## src/rtl/img_rom_arbiter_pkg.sv

```systemverilog
// Shared definitions for the image ROM arbiters.
//   IMG_ADDR_W / IMG_DATA_W : default image ROM address and pixel (RGB444) widths.
//   scene_state_e           : scene encodings used by the top-level flush generation.
//   oh2idx                  : one-hot to index helper (inputs up to 32 bits wide).
package img_rom_arbiter_pkg;

    localparam int unsigned IMG_ADDR_W = 17;
    localparam int unsigned IMG_DATA_W = 12;

    typedef enum logic [3:0] {
        START  = 4'b0001,
        CHOOSE = 4'b0010,
        FIGHT  = 4'b0011,
        WIN    = 4'b0100
    } scene_state_e;

    // Index of the highest set bit; a one-hot input has only one.
    function automatic int unsigned oh2idx(input logic [31:0] oh);
        oh2idx = 0;
        for (int unsigned i = 0; i < 32; i++) begin
            if (oh[i]) oh2idx = i;
        end
    endfunction

endpackage

```

## src/rtl/img_rom_arbiter_if.sv

```systemverilog
// Requester-side bus of the image ROM arbiter.
//   req      : per-requester level read request
//   req_addr : flattened addresses, slice i belongs to requester i
//   gnt      : one-hot grant pulse
//   rvalid   : one-hot response-valid pulse
//   rdata    : response data shared by all requesters
// master = requester side, slave = arbiter side.
interface img_rom_arbiter_if
    import img_rom_arbiter_pkg::*;
#(
    parameter int unsigned NUM_REQ = 4,
    parameter int unsigned ADDR_W  = IMG_ADDR_W,
    parameter int unsigned DATA_W  = IMG_DATA_W
);
    logic [NUM_REQ-1:0]        req;
    logic [NUM_REQ*ADDR_W-1:0] req_addr;
    logic [NUM_REQ-1:0]        gnt;
    logic [NUM_REQ-1:0]        rvalid;
    logic [DATA_W-1:0]         rdata;

    modport master (output req, output req_addr, input gnt, input rvalid, input rdata);
    modport slave  (input req, input req_addr, output gnt, output rvalid, output rdata);
endinterface

```

## src/rtl/img_rom_arbiter_rr_pick.sv

```systemverilog
// Combinational round-robin winner selection.
//   req  : request vector
//   ptr  : index of the last round-robin winner; search starts at ptr+1 and wraps
//   prio : when set and req[0] is high, requester 0 wins outright
//   win  : one-hot winner, all zero when req is all zero
module rr_pick #(
    parameter int unsigned NUM_REQ = 4,
    localparam int unsigned IDX_W = (NUM_REQ > 1) ? $clog2(NUM_REQ) : 1
) (
    input  logic [NUM_REQ-1:0] req,
    input  logic [IDX_W-1:0]   ptr,
    input  logic               prio,
    output logic [NUM_REQ-1:0] win
);
    logic [IDX_W-1:0] idx;

    always_comb begin
        win = '0;
        idx = '0;
        if (prio && req[0]) begin
            win[0] = 1'b1;
        end else begin
            // k = NUM_REQ visits ptr itself last, so a lone requester at ptr still wins.
            for (int unsigned k = 1; k <= NUM_REQ; k++) begin
                idx = IDX_W'((32'(ptr) + k) % NUM_REQ);
                if (win == '0 && req[idx]) win[idx] = 1'b1;
            end
        end
    end
endmodule

```

## src/rtl/img_rom_arbiter.sv

```systemverilog
// Round-robin arbiter sharing one image ROM port between NUM_REQ requesters.
//   clk, rst  : clock, asynchronous active-low reset
//   flush     : scene-change flush, drops every in-flight response
//   prio_en   : requester 0 gets strict priority
//   bus       : requester bus (req/req_addr in, gnt/rvalid/rdata out)
//   rom_addr  : registered address to the shared ROM
//   rom_data  : ROM read data, captured ROM_LAT cycles after the grant
//   busy      : a grant or a response is still in flight
module img_rom_arbiter
    import img_rom_arbiter_pkg::*;
#(
    parameter int unsigned NUM_REQ = 4,
    parameter int unsigned ADDR_W  = IMG_ADDR_W,
    parameter int unsigned DATA_W  = IMG_DATA_W,
    parameter int unsigned ROM_LAT = 1
) (
    input  logic                clk,
    input  logic                rst,
    input  logic                flush,
    input  logic                prio_en,
    img_rom_arbiter_if.slave    bus,
    output logic [ADDR_W-1:0]   rom_addr,
    input  logic [DATA_W-1:0]   rom_data,
    output logic                busy
);
    localparam int unsigned IDX_W = (NUM_REQ > 1) ? $clog2(NUM_REQ) : 1;

    logic [1:0]         rst_sync_q;
    logic               run;
    logic [NUM_REQ-1:0] win, gnt_d, gnt_q;
    logic [IDX_W-1:0]   win_idx, ptr_d, ptr_q;
    logic               prio_hit;
    logic [ADDR_W-1:0]  rom_addr_d, rom_addr_q;
    logic [DATA_W-1:0]  rdata_d, rdata_q;
    logic [NUM_REQ-1:0] tag_in [ROM_LAT];
    logic [NUM_REQ-1:0] tag_d  [ROM_LAT];
    logic [NUM_REQ-1:0] tag_q  [ROM_LAT];
    logic               busy_c;

    // Reset asserts immediately but releases arbitration only after two clean edges.
    always_ff @(posedge clk or negedge rst) begin
        if (!rst) rst_sync_q <= '0;
        else      rst_sync_q <= {rst_sync_q[0], 1'b1};
    end
    assign run = rst_sync_q[1];

    rr_pick #(.NUM_REQ(NUM_REQ)) u_pick (
        .req  (bus.req),
        .ptr  (ptr_q),
        .prio (prio_en),
        .win  (win)
    );

    always_comb begin
        gnt_d      = '0;
        ptr_d      = ptr_q;
        rom_addr_d = rom_addr_q;
        win_idx    = IDX_W'(oh2idx(32'(win)));
        prio_hit   = prio_en && bus.req[0];
        if (run && !flush) gnt_d = win;
        if (flush) begin
            ptr_d = '0;
        end else if (gnt_d != '0) begin
            rom_addr_d = bus.req_addr[win_idx*ADDR_W +: ADDR_W];
            // Priority grants leave the rotation where it was.
            if (!prio_hit) ptr_d = win_idx;
        end
    end

    // Tag pipeline: stage 0 follows the grant, the last stage is rvalid.
    always_comb begin
        tag_in[0] = gnt_q;
        for (int unsigned k = 1; k < ROM_LAT; k++) tag_in[k] = tag_q[k-1];
        for (int unsigned k = 0; k < ROM_LAT; k++) tag_d[k] = flush ? '0 : tag_in[k];
        rdata_d = rdata_q;
        // Capture only alongside a surviving rvalid so rdata otherwise holds.
        if (!flush && tag_in[ROM_LAT-1] != '0) rdata_d = rom_data;
        busy_c = |gnt_q;
        for (int unsigned k = 0; k < ROM_LAT; k++) busy_c = busy_c | (|tag_q[k]);
    end

    always_ff @(posedge clk or negedge rst) begin
        if (!rst) begin
            gnt_q      <= '0;
            ptr_q      <= IDX_W'(NUM_REQ - 1);
            rom_addr_q <= '0;
            rdata_q    <= '0;
            for (int unsigned k = 0; k < ROM_LAT; k++) tag_q[k] <= '0;
        end else begin
            gnt_q      <= gnt_d;
            ptr_q      <= ptr_d;
            rom_addr_q <= rom_addr_d;
            rdata_q    <= rdata_d;
            for (int unsigned k = 0; k < ROM_LAT; k++) tag_q[k] <= tag_d[k];
        end
    end

    assign bus.gnt    = gnt_q;
    assign bus.rvalid = tag_q[ROM_LAT-1];
    assign bus.rdata  = rdata_q;
    assign rom_addr   = rom_addr_q;
    assign busy       = busy_c;
endmodule
```

## src/flat_wrapper.sv

```systemverilog
// flat-port wrapper written by rule: the top's interface ports become plain ports
module img_rom_arbiter_flat import img_rom_arbiter_pkg::*;
#(
    parameter int unsigned NUM_REQ = 4,
    parameter int unsigned ADDR_W  = IMG_ADDR_W,
    parameter int unsigned DATA_W  = IMG_DATA_W,
    parameter int unsigned ROM_LAT = 1
)
  (clk, rst, flush, prio_en, rom_addr, rom_data, busy, bus_req, bus_req_addr, bus_gnt, bus_rvalid, bus_rdata);
  img_rom_arbiter_if #(.NUM_REQ(NUM_REQ), .ADDR_W(ADDR_W), .DATA_W(DATA_W)) bus_i ();
  input  logic clk;
  input  logic rst;
  input  logic flush;
  input  logic prio_en;
  output logic [ADDR_W-1:0] rom_addr;
  input  logic [DATA_W-1:0] rom_data;
  output logic busy;
  input wire logic [$bits(bus_i.req)-1:0] bus_req;
  input wire logic [$bits(bus_i.req_addr)-1:0] bus_req_addr;
  output wire logic [$bits(bus_i.gnt)-1:0] bus_gnt;
  output wire logic [$bits(bus_i.rvalid)-1:0] bus_rvalid;
  output wire logic [$bits(bus_i.rdata)-1:0] bus_rdata;
  assign bus_i.req = bus_req;
  assign bus_i.req_addr = bus_req_addr;
  assign bus_gnt = bus_i.gnt;
  assign bus_rvalid = bus_i.rvalid;
  assign bus_rdata = bus_i.rdata;
  img_rom_arbiter #(.NUM_REQ(NUM_REQ), .ADDR_W(ADDR_W), .DATA_W(DATA_W), .ROM_LAT(ROM_LAT)) u_core (.clk(clk), .rst(rst), .flush(flush), .prio_en(prio_en), .bus(bus_i), .rom_addr(rom_addr), .rom_data(rom_data), .busy(busy));
endmodule
```

## config.mk

```make
export PLATFORM = sky130hd
export DESIGN_NAME = img_rom_arbiter_flat
export DESIGN_NICKNAME = d
export VERILOG_FILES = /design/src/rtl/img_rom_arbiter_pkg.sv /design/src/rtl/img_rom_arbiter_if.sv /design/src/rtl/img_rom_arbiter_rr_pick.sv /design/src/rtl/img_rom_arbiter.sv /design/src/flat_wrapper.sv
export SDC_FILE = /design/constraint.sdc
export NUM_CORES = 1
export LEC_CHECK = 0
export BUFFER_PORTS_ARGS = -buffer_cell sky130_fd_sc_hd__buf_2
export CAP_MARGIN = 20
export CORE_MARGIN = 1.5
export CORE_UTILIZATION = 40
export DETAILED_ROUTE_END_ITERATION = 10
export PLACE_DENSITY = 0.68
export SLEW_MARGIN = 20
export SYNTH_ARGS = -nofsm -noshare
export SYNTH_HDL_FRONTEND = slang
export SYNTH_SLANG_ARGS = --single-unit
export TNS_END_PERCENT = 20
```

## constraint.sdc

```tcl
create_clock -name clk -period 3.7 [get_ports clk]
set_input_delay 0.185 -clock clk [delete_from_list [all_inputs] [get_ports clk]]
set_output_delay 0.185 -clock clk [all_outputs]
set_load 0.05 [all_outputs]
```

* Word level (Yosys, flattened, before mapping) *
Cells that the tools add are included.

storage, ports and cells
  output and inout bits = 38
  input port bits = 88
  logic and storage cells = 80
  register bits after elaboration = 41

cells by class
  muxes and demuxes = 33
  eq/ne operators = 1
  bitwise operators = 5
  multipliers = 1
  reductions and logical operators = 21
  $lt $le $gt $ge = 8
  add/subtract/negate cells = 4
  shift-type cells = 1

operators with widths
  operator                                                           count
  variable part select 68 x 8 -> 17 bit                              1
  two-way mux 4 bit                                                  9
  logical NOT 4 bit                                                  3
  less-than comparator 2 x 3 -> 1 bit, second input constant         4
  OR 4 bit                                                           3
  logical AND 1 bit                                                  10
  two-way mux 1 bit                                                  10
  two-way mux 2 bit                                                  5
  binary-select mux 1 bit (select 2 bit)                             4
  demux 1 bit (select 2 bit)                                         4
  greater-or-equal comparator 2 x 1 -> 1 bit, second input constant  4
  nonzero test 4 bit                                                 2
  OR reduction 4 bit                                                 2
  multiplier 2 x 5 -> 7 bit, second input constant                   1
  adder 2 x 1 -> 2 bit, second input constant                        2
  adder 2 bit, second input constant                                 2
  AND reduction 2 bit                                                2
  two-way mux 3 bit                                                  1
  != test 2 bit, second input constant                               1
  nonzero test 2 bit                                                 1
  logical NOT 1 bit                                                  1
  NOT 1 bit                                                          1
  OR 1 bit                                                           1

* Logic depth before layout (Yosys ltp) *
  depth after elaboration = 25
  gate-level depth with buffers = 13
  gate-level depth less buffers = 10

* Modules after synthesis *
A second synthesis with hierarchy kept.

second synthesis, totals
  cell total of the unflattened synthesis = 223
  area total of the unflattened synthesis = 2526.2 µm²

by module, submodules not included
  module           area an instance (µm²)  cells an instance  instances  sequential area each (µm²)
  img_rom_arbiter  1973.1                  162                1          1028.5
  rr_pick          553.0                   61                 1          0.0

* Worst setup path after synthesis *
Ideal clock, no wire load.

  path kind = register to register
  from = register u_core.ptr_q[1]
  to = register u_core.rom_addr_q[10], in the netlist u_core.rom_addr[10]
  setup slack = 0.408 ns
  data arrival time = 3.165 ns
  path buffers = 1
  stages on the path, launching flop included = 12
  period minus slack after synthesis = 3.292 ns
  library setup time = 0.128 ns
  required time = 3.572 ns
  path through = dfstp_2 inv_1 ha_1 or4_1 and2_1 nand3b_1 o211a_1 o211ai_2 buf_4 mux2_2 nor2_1 o31ai_2

between the ends
  word-level cells in the longest chain between the ends = 24
  elaborated cells between the ends (all ways) = 58
  classes of those cells = add/sub (4); mul (1); order compare (8); shift (1); mux (29); bitwise (3); reduce/logical (12)

ends and longest elaborated chain
  element                                                                                                                  RTL line                       RTL
  start, declared                                                                                                          img_rom_arbiter.sv:31          logic [IDX_W-1:0] win_idx, ptr_d, ptr_q;
  start signal, assigned                                                                                                   img_rom_arbiter.sv:85          ptr_q <= IDX_W'(NUM_REQ - 1);
  start signal, assigned                                                                                                   img_rom_arbiter.sv:91          ptr_q <= ptr_d;
  adder 2 x 1 -> 2 bit                                                                                                     img_rom_arbiter_rr_pick.sv:25  idx = IDX_W'((32'(ptr) + k) % NUM_REQ);
  less-than comparator 2 x 3 -> 1 bit (not written as such) or greater-or-equal comparator 2 x 1 -> 1 bit (tied branches)  img_rom_arbiter_rr_pick.sv:26  if (win == '0 && req[idx]) win[idx] = 1'b1;
  logical AND 1 bit (not written as such)                                                                                  img_rom_arbiter_rr_pick.sv:26
  two-way mux 1 bit (not written as such)                                                                                  img_rom_arbiter_rr_pick.sv:26
  demux 1 bit (select 2 bit)                                                                                               img_rom_arbiter_rr_pick.sv:26
  two-way mux 4 bit                                                                                                        img_rom_arbiter_rr_pick.sv:26
  two-way mux 4 bit                                                                                                        img_rom_arbiter_rr_pick.sv:20  if (prio && req[0]) begin
  logical NOT 4 bit                                                                                                        img_rom_arbiter_rr_pick.sv:26
  [... 7 more ...]                                                                                                         -
  logical NOT 4 bit                                                                                                        img_rom_arbiter_rr_pick.sv:26
  logical AND 1 bit                                                                                                        img_rom_arbiter_rr_pick.sv:26
  two-way mux 4 bit *                                                                                                      img_rom_arbiter_rr_pick.sv:26
  two-way mux 3 bit                                                                                                        img_rom_arbiter_rr_pick.sv:20
  two-way mux 1 bit                                                                                                        img_rom_arbiter_pkg.sv:21      if (oh[i]) oh2idx = i;
  two-way mux 2 bit (2 in series)                                                                                          img_rom_arbiter_pkg.sv:21
  multiplier 2 x 5 -> 7 bit                                                                                                img_rom_arbiter.sv:64          rom_addr_d = bus.req_addr[win_idx*ADDR_W +: ADDR_W];
  variable part select 68 x 8 -> 17 bit                                                                                    img_rom_arbiter.sv:64
  end signal, assigned                                                                                                     img_rom_arbiter.sv:92          rom_addr_q <= rom_addr_d;
  end, declared                                                                                                            img_rom_arbiter.sv:33          logic [ADDR_W-1:0] rom_addr_d, rom_addr_q;

Mark *: on every way between the ends. The rest lies on a longest branch, timed or not. The select of a mux whose other input is x is not followed.
A chain may end at the register's enable or synchronous reset.

* Worst setup path after layout *
  from = register u_core.ptr_q[1]
  to = register u_core.rom_addr_q[0], in the netlist u_core.rom_addr[0]

The elaborated chain is that of the path after synthesis.

==> flow_summary.toml <==
[status]
status = "finished with violations"
failed_checks = "negative hold slack"

[synth]
ys_types = 54
synth_top_area_cell = "dfrtp_1"
syn-num-nets = 327
netlist_area_um2 = 2600
synth_area_per_cell_um2 = 11.3
synth_top_area_share = 0.375
ys.warnings.count = 0
synth_area_leaders = "dfrtp_1 (38%), mux2_2 (13%), o22ai_2 (4.8%)"
ys_ff_latch = 41
synth_seq_area_share = 0.395
syn_inst = 231

[worst_setup_path]
critPathMaxFanout = 17
worst_r2r_path_depth = 11
cp-start-kind = "flop"
crit_type = "reg -> reg"
cp.required_ns = 3.88
crit_arrival_ns = 3.67
endpoint_kind = "flop"

[sta]
holdWs_ns = -0.00157
clock_skew_ns = 0.00539
rsz0062_at_grt = "no"
final.min_clock_period_ns = 3.49
tns_ns = 0
clock.fmax_mhz = 286
finalMaxSlewViolations = 0
timing_worst_slew_pin_value_ns = 0.881
finalSetupViolCount = 0
hold_violations = 1
slew_headroom = 0.410
layout_worst_path_cycle_share = 0.944

[global_routing]
grt_overflow = 0
antenna_found_initial = 0
track_usage = 0.182
grt_first_pass_wirelength_um = 10500
grt_max_degree = 42
grt_pass1_vias = 2313

[clocking]
cts-root-buf = "clkbuf_8"
cts_tree = "built"
max-clock-path-buffers = 2
numCtsBuffers = 5
cts_sinks = 41
clkLatencyLatePin_ns = 0.29
htree_levels = 2
clk_pin_slew_ns = 0.08

[die]
die_w_um = 83.6
num_rows = 29
pin_count = 126
die_height_um = 83.6
core_area_um2 = 6310
dieArea_um2 = 7000
start_util = 0.412

[power_and_ir_drop]
comb_power_share = 0.714
pwr-share-seq = 0.182
power-per-cell-area_nw_per_um2 = 1180
swShare = 0.512
clkPwrFrac = 0.104
p_int_uw = 2020
power_switching_uw = 2110
ir_drop_mv = 0.634
p_leak_uw = 0.00168

[drt]
drc = 0
initialDrtViolationCount = 80
top_layer = "met4"
drt_pass1_iterations = 4
wl_met1_um = 2630
route.detailed.wl_per_inst_um = 14.6
wl_um = 6450
wl_met3_um = 386
via_per_inst = 5.29
wl_met2_um = 3300
detail-route-antenna-nets = 0
vias = 2331

[final_layout]
layout.nets = 459
areaGrowthSynthToFinish_pct = 34.1
drive_above_1_share = 0.569
antenna_cells = 0
fin_util = 0.553

[placement]
gp_congestion = 0.874
hpwl_um = 5060
port_buffers = 125

[job]
drv_cap = 0

[worst_hold_path]
hold_class = "in -> async"
cells by family after synthesis:
family                     synth area share
DFF                                   0.395
and+or+nand+nor                       0.143
muxes                                 0.163
buffers and inverters                0.0351
AOI/OAI and AO/OA                     0.224
adders and majority gates            0.0385
other                               0.00144
cells in the final DEF, fill, tap and decap left out, types with 3 or more instances in the layout:
cell type / Yosys / layout
o22ai_2: 10 / 10
buf_4: 1 / 10
nand2_1: 25 / 25
ha_1: 8 / 8
clkbuf_8: 0 / 5
inv_1: 3 / 3
o31ai_2: 9 / 9
dfrtp_1: 39 / 39
nor2b_1: 5 / 5
o31ai_1: 8 / 8
mux2_2: 29 / 29
nor2_1: 26 / 26
nand3b_1: 4 / 4
buf_2: 3 / 125
o22ai_1: 7 / 7
synth_stat cells (all sizes together):
cell and number:
a311oi 1, and3 2, dfstp 2, mux2 29, o21a 1, nor3 3, mux4 4, a211oi 1
o31ai 17, o211ai 2, a21bo 2, a21oi 2, ha 8, o41ai 1, dfrtp 39, nor4 2
o32ai 2, or2 1, nor2b 5, and2 2, o211a 1, nor2 27, o2111ai 1, and4 1
buf 7, a21boi 1, a221oi 1, o22ai 17, a32o 2, conb 1, clkbuf 4, o21ai 2
nand2b 1, nand4b 1, inv 3, nand3 2, nand2 25, nand3b 4, a32oi 1, a2111oi 1
or4 2
worst max-delay path, stage by stage, from the launching register on:
cell,delay (ns)
dfstp_2,0.62
inv_1,0.13
ha_1,0.32
mux4_2,0.37
buf_4,0.19
a21bo_1,0.21
a2111oi_4,0.42
nor2_2,0.10
or4_1,0.54
buf_4,0.24
o22ai_1,0.16
o31ai_1,0.08
layer usage:
metal / up-vias / track usage
met5: - / 0
li1: 1127 / -
met2: 88 / 0.330
met1: 1105 / 0.219
met4: 0 / 0.0447
met3: 11 / 0.0406
final timing paths:
path | startpoint | end | slack [ns]
setup / recovery | u_core.ptr_q[1] | u_core.rom_addr[0] | 0.21
min in group clk | rom_data[1] | u_core.bus.rdata[1] | 0.12
max in group asynchronous | rst | u_core.bus.rvalid[1] | 3.16
setup reg to reg | u_core.ptr_q[1] | u_core.rom_addr[0] | 0.21
hold reg to reg | u_core.rst_sync_q[0] | u_core.rst_sync_q[1] | 0.35
hold / removal | rst | u_core.bus.rdata[11] | -0.002
area by class of cell:
| cell class | instances | area, um^2 |
|---|---|---|
| clock inverter | 3 | 68.8 |
| inverter | 3 | 11.3 |
| sequential | 41 | 1030 |
| timing repair buffer | 136 | 721 |
| multi-input combinational | 176 | 1490 |
| fill | 573 | 2830 |
| tap | 77 | 96.3 |
| clock buffer | 5 | 68.8 |
repair_timing:
item                                    4_1_cts  5_1_grt
hold endpoints to repair                      0        0
endpoints found under the setup margin        0       17
setup buffers                                 0        1
resized for setup                             0        1
hold buffers                                  0        0
per-stage QoR:
stage / power (uW) / hold WS, ns / area [um^2] / setup WS [ns] / cells
global placement: 3660 / 0.334 / 3330 / 0.151 / 432
finish: 4130 / -0.00157 / 3490 / 0.207 / 441
global route: 4430 / 0.0783 / 3490 / 0.0125 / 441
CTS: 4140 / 0.0303 / 3470 / 0.0407 / 440
floorplan: 3080 / -0.111 / 2600 / 0.408 / 231
detailed placement: 3710 / 0.337 / 3330 / 0.0300 / 432
power by group through the flow:
stage          Sequential (uW)  Combinational, uW  Clock (uW)
3_3_place_gp               766               2900           0
5_1_grt                    782               3190         459
6_report                   752               2950         430
2_1_floorplan             1380               1700           0
3_5_place_dp               777               2930           0
4_1_cts                    770               2930         435
registers in the layout, summed over array words and instances, names as in the netlist:
name / count
u_core.rom_addr: 17
u_core.bus.rdata: 12
u_core.bus.gnt: 4
u_core.bus.rvalid: 4
u_core.ptr_q: 2
u_core.rst_sync_q: 2
Power figures use the tool's default switching activity.
